===== src/rtl/mult_div_unit.sv =====
// Iterative multiply/divide unit holding the architectural HI/LO registers.
// Shift-add multiply and restoring divide on operand magnitudes, then one sign-fix cycle.
module mult_div_unit #(
  parameter int WIDTH = 32
) (
  input  logic             clk,
  input  logic             reset,
  input  logic             start_mult,
  input  logic             start_div,
  input  logic             mult_sign,
  input  logic [WIDTH-1:0] srca,
  input  logic [WIDTH-1:0] srcb,
  input  logic             mthi,
  input  logic             mtlo,
  output logic             busy,
  output logic             done,
  output logic [WIDTH-1:0] hi,
  output logic [WIDTH-1:0] lo
);

  localparam int CW = $clog2(WIDTH + 1);

  typedef enum logic [1:0] {IDLE, MUL, DIV, FIX} state_t;

  state_t             state, state_n;
  logic [CW-1:0]      cnt;
  logic [2*WIDTH-1:0] prod;
  logic [WIDTH-1:0]   a_reg, b_reg;
  logic               is_mul, res_neg, dvd_neg, div_zero;

  logic               a_neg, b_neg;
  logic [WIDTH-1:0]   a_abs, b_abs;
  logic [WIDTH:0]     mul_sum, trial, diff;
  logic [2*WIDTH-1:0] prod_neg;
  logic [WIDTH-1:0]   rem, quo;

  assign busy = (state != IDLE);

  always_comb begin
    state_n = state;
    case (state)
      IDLE: begin
        if (start_mult)     state_n = MUL;
        else if (start_div) state_n = DIV;
      end
      MUL, DIV: if (cnt == CW'(1)) state_n = FIX;
      FIX:      state_n = IDLE;
      default:  state_n = IDLE;
    endcase
  end

  always_ff @(posedge clk or posedge reset) begin
    if (reset) state <= IDLE;
    else       state <= state_n;
  end

  always_comb begin
    a_neg    = mult_sign & srca[WIDTH-1];
    b_neg    = mult_sign & srcb[WIDTH-1];
    a_abs    = a_neg ? -srca : srca;
    b_abs    = b_neg ? -srcb : srcb;
    mul_sum  = {1'b0, prod[2*WIDTH-1:WIDTH]} + {1'b0, (prod[0] ? a_reg : '0)};
    // Remainder shifted left with the next dividend bit; WIDTH+1 bits avoid overflow.
    trial    = {prod[2*WIDTH-1:WIDTH], prod[WIDTH-1]};
    diff     = trial - {1'b0, b_reg};
    prod_neg = -prod;
    rem      = prod[2*WIDTH-1:WIDTH];
    quo      = prod[WIDTH-1:0];
  end

  always_ff @(posedge clk or posedge reset) begin
    if (reset) begin
      cnt      <= '0;
      prod     <= '0;
      a_reg    <= '0;
      b_reg    <= '0;
      is_mul   <= 1'b0;
      res_neg  <= 1'b0;
      dvd_neg  <= 1'b0;
      div_zero <= 1'b0;
      hi       <= '0;
      lo       <= '0;
      done     <= 1'b0;
    end else begin
      done <= 1'b0;
      case (state)
        IDLE: begin
          if (start_mult || start_div) begin
            cnt      <= CW'(WIDTH);
            b_reg    <= b_abs;
            is_mul   <= start_mult;
            res_neg  <= a_neg ^ b_neg;
            dvd_neg  <= a_neg;
            div_zero <= ~start_mult & (srcb == '0);
            if (start_mult) begin
              a_reg <= a_abs;
              prod  <= {{WIDTH{1'b0}}, b_abs};
            end else begin
              // Raw dividend is kept for the divide-by-zero HI result.
              a_reg <= srca;
              prod  <= {{WIDTH{1'b0}}, a_abs};
            end
          end else begin
            if (mthi) hi <= srca;
            if (mtlo) lo <= srca;
          end
        end
        MUL: begin
          prod <= {mul_sum, prod[WIDTH-1:1]};
          cnt  <= cnt - 1'b1;
        end
        DIV: begin
          if (!diff[WIDTH]) prod <= {diff[WIDTH-1:0], prod[WIDTH-2:0], 1'b1};
          else              prod <= {trial[WIDTH-1:0], prod[WIDTH-2:0], 1'b0};
          cnt <= cnt - 1'b1;
        end
        FIX: begin
          done <= 1'b1;
          if (is_mul) begin
            {hi, lo} <= res_neg ? prod_neg : prod;
          end else if (div_zero) begin
            hi <= a_reg;
            lo <= '1;
          end else begin
            hi <= dvd_neg ? -rem : rem;
            lo <= res_neg ? -quo : quo;
          end
        end
        default: ;
      endcase
    end
  end

endmodule


===== config.mk =====
export PLATFORM = sky130hd
export DESIGN_NAME = mult_div_unit
export DESIGN_NICKNAME = d
export VERILOG_FILES = /design/src/rtl/mult_div_unit.sv
export SDC_FILE = /design/constraint.sdc
export NUM_CORES = 1
export LEC_CHECK = 0
export CAP_MARGIN = 10
export CORE_MARGIN = 2
export CORE_UTILIZATION = 34
export DETAILED_ROUTE_END_ITERATION = 8
export GPL_ROUTABILITY_DRIVEN = 0
export PLACE_DENSITY = 0.6
export SLEW_MARGIN = 10
export SYNTH_ARGS = -nofsm -noshare
export SYNTH_HDL_FRONTEND = slang
export SYNTH_SLANG_ARGS = --single-unit

===== constraint.sdc =====
create_clock -name clk -period 7.35 [get_ports clk]
set_input_delay 0.735 -clock clk [delete_from_list [all_inputs] [get_ports clk]]
set_output_delay 0.735 -clock clk [all_outputs]
set_load 0.01 [all_outputs]

==> results.py <==
metrics = {
    "worst_setup_path": {
        "crit_type": "reg -> reg",
        "r2r.worst_path.cells": 13,
        "path_max_fanout": 20,
        "reg2reg_from": "prod[31]",
        "endpoint_kind": "register",
        "reg2reg_to": "prod[58]",
        "crit_arrival_ns": 4.86,
        "required_ns": 7.74,
        "r2r_setup_slack_ns": 2.88,
        "start_kind": "register",
    },
    "logic_synthesis": {
        "synth_edf_count": 0,
        "ys_seq_area_frac": 0.297,
        "synth_top_area_cell": "dfrtp_1",
        "synthTopCellsByArea": "dfrtp_1 30%, o21ai_0 7.2%, nand2_1 6.2%",
        "synth.top_cell.area_share": 0.297,
        "synth-async-reset-ratio": 1.00,
        "synth_cells": 2222,
        "netlist_area_sq_mm": 0.0172,
        "ys_dominant_reg_cell": "dfrtp_1",
        "ys_types": 86,
        "synth_nets": 2369,
        "syn_avg_cell_area_sq_um": 7.76,
        "synth_warnings": 0,
        "synth-seq-cells": 205,
    },
    "die": {
        "die_h_um": 229,
        "core_area_sq_mm": 0.0501,
        "io_pins": 137,
        "die_x_um": 229,
        "dieArea_sq_mm": 0.0525,
        "initial_utilization": 0.344,
        "row_count": 82,
    },
    "run": {
        "drv_cap": 0,
    },
    "finish": {
        "fin_nets": 2395,
        "final_layout_size_suffix_gt1_frac": 0.0525,
        "top_register": "prod",
        "areaGrowthSynthToFinish_pct": 15.1,
        "largest_reg_flops": 64,
        "utilization": 0.396,
    },
    "clock_tree": {
        "htreeDepth": 1,
        "holdBufCountCts": 0,
        "root_buffer": "clkbuf_16",
        "clk_pin_slew_ns": 0.06,
        "cts_setup_buffers": 0,
        "clock_sinks": 205,
        "numCtsBuffers": 26,
        "cts_tree": "built",
        "clk_latency_ns": 0.57,
        "clockBufferDepth": 3,
        "cts_resized": 0,
    },
    "timing": {
        "period_minus_slack_ns": 4.47,
        "layout_setup_ws_ns": 2.88,
        "tightest_slew_ns": 1.16,
        "hold_viol": 0,
        "fin_crit_sh": 0.608,
        "skew_ns": 0.0364,
        "max_freq_mhz": 224,
        "finalMaxSlewViolations": 0,
        "whs_ns": 0.481,
        "rsz0062_at_grt": "false",
        "final.setup.tns_ns": 0,
        "finalSetupViolations": 0,
        "slew_headroom": 0.223,
    },
    "drt": {
        "drtIter0Drc": 2102,
        "drt_wl_total_um": 69000,
        "viasPerCell": 6.01,
        "drcViolationCount": 0,
        "detail-route-antenna-nets": 0,
        "wire_per_inst_um": 23.5,
        "routed-via-count": 17700,
        "dr.pass1.iters": 6,
    },
    "min_path": {
        "hp-class": "reg -> reg",
        "min_to": "lo[23]",
        "hold_depth": 2,
        "worstHoldStart": "lo[23]",
    },
    "grt": {
        "gr-total-overflow": 0,
        "grt_max_degree": 138,
        "grt_first_pass_wirelength_um": 104000,
        "antenna_found_initial": 0,
        "grt_pass1_vias": 17200,
        "track_usage": 0.256,
    },
    "pwr": {
        "worst_ir_drop_vdd_mv": 0.233,
        "p_leak_uw": 0.00832,
        "p_per_area_mw_per_mm2": 491,
        "power_uw": 9750,
    },
    "placement": {
        "port_buffers": 136,
        "dp_slack_ns": 2.95,
        "hpwl_um": 52600,
    },
    "outcome": {
        "status": "completed",
    },
}
stage by stage:
stage	instance area, sq um	instances
after CTS	19800	2937
after global placement	19000	2892
after global routing	19800	2937
after detailed placement	19000	2892
after floorplan	17200	2222
final	19800	2938
worst max-delay path by stage:
stage              from        to  slack, ns  cells after the start
2_1_floorplan     reset  a_reg[0]       1.02                      1
3_3_place_gp   prod[31]  prod[58]       3.06                     13
3_5_place_dp   prod[31]  prod[58]       2.95                     13
4_1_cts        prod[31]  prod[58]       2.93                     13
5_1_grt        prod[31]  prod[58]       2.57                     13
6_report       prod[31]  prod[58]       2.88                     13
Yosys cell counts (all sizes together), types with 7 or more instances:
cell,count
o21bai,11
a211oi,21
inv,77
o21ai,254
o22ai,34
o31ai,27
xnor2,114
a21oi,193
nand3,27
a21o,33
nor2,140
o21a,17
o211ai,16
a22oi,47
mux2i,20
nand2,287
nor4,20
o221ai,39
a211o,7
nand4,9
a221o,11
clkbuf,148
xor2,60
or3,28
buf,14
a31oi,23
dfrtp,205
and2,53
nor2b,9
nor3,37
or4,25
ha,74
nand2b,22
o41ai,10
and3,24
worst max-delay path, cell delays in order, from the launching register on:
cell and delay [ns]:
dfrtp_1 0.45, inv_1 0.13, ha_1 0.17, inv_1 0.06, fa_1 0.42, a211oi_1 0.29, o211ai_1 0.19, a21oi_1 0.36
o31ai_1 0.27, a311oi_1 0.55, a211o_1 0.73, mux2_2 0.42, a22oi_1 0.16, o31ai_1 0.11
layout make-up:
class	count	area (sq um)
Fill cell	5186	30200
Multi-Input combinational cell	1774	11100
Sequential cell	205	5130
Timing Repair Buffer	162	1550
Tap cell	672	841
Clock buffer	37	783
Inverter	79	304
Clock inverter	8	96.3
Antenna cell	1	2.50
layer usage:
metal / vias up / track usage / wire length (um) / part of all wire
met5: - / 0 / 0 / 0
met3: 229 / 0.0444 / 6160 / 0.089
met1: 8435 / 0.324 / 27100 / 0.39
met4: 0 / 0.149 / 4540 / 0.066
li1: 8090 / - / - / -
met2: 917 / 0.409 / 31200 / 0.45
cells in the final DEF, fill, tap and decap left out, types with 11 or more instances in the layout:
cell type	instances
ha_1	73
a21oi_1	191
mux2i_1	20
a211oi_1	20
nand2b_1	21
buf_4	26
and2_1	52
o21bai_1	11
clkbuf_16	27
nor2_1	139
a22oi_1	47
nor4_1	19
o31ai_1	27
xnor2_1	114
nand2_1	287
dfrtp_1	204
o221ai_1	39
o21ai_0	249
o21a_1	17
a31oi_1	23
inv_1	75
a21o_1	32
clkdlybuf4s50_1	135
or3_1	22
o211ai_1	16
o22ai_1	34
a221o_1	11
nor3_1	37
nand3_1	27
or4_1	19
and3_1	24
xor2_1	60
power by group:
| group | leakage (uW) | switching [uW] | internal, uW |
|---|---|---|---|
| sequential | 0.00259 | 709 | 1630 |
| combinational | 0.00529 | 3740 | 2340 |
| clock | 0.000435 | 532 | 806 |
cell families (layout without fill, tap and decap cells):
group	after synthesis	count (layout)	synth area share
AOI/OAI and AO/OA	791	791	0.286
DFF	205	205	0.297
xor gates and xnor gates	174	174	0.0884
adders and majority gates	76	76	0.0560
buffers and inverters	243	286	0.0599
muxes	26	26	0.0155
and+or+nand+nor	707	707	0.197
other	0	1	0
Note: power is estimated with default switching activity, not from simulation.
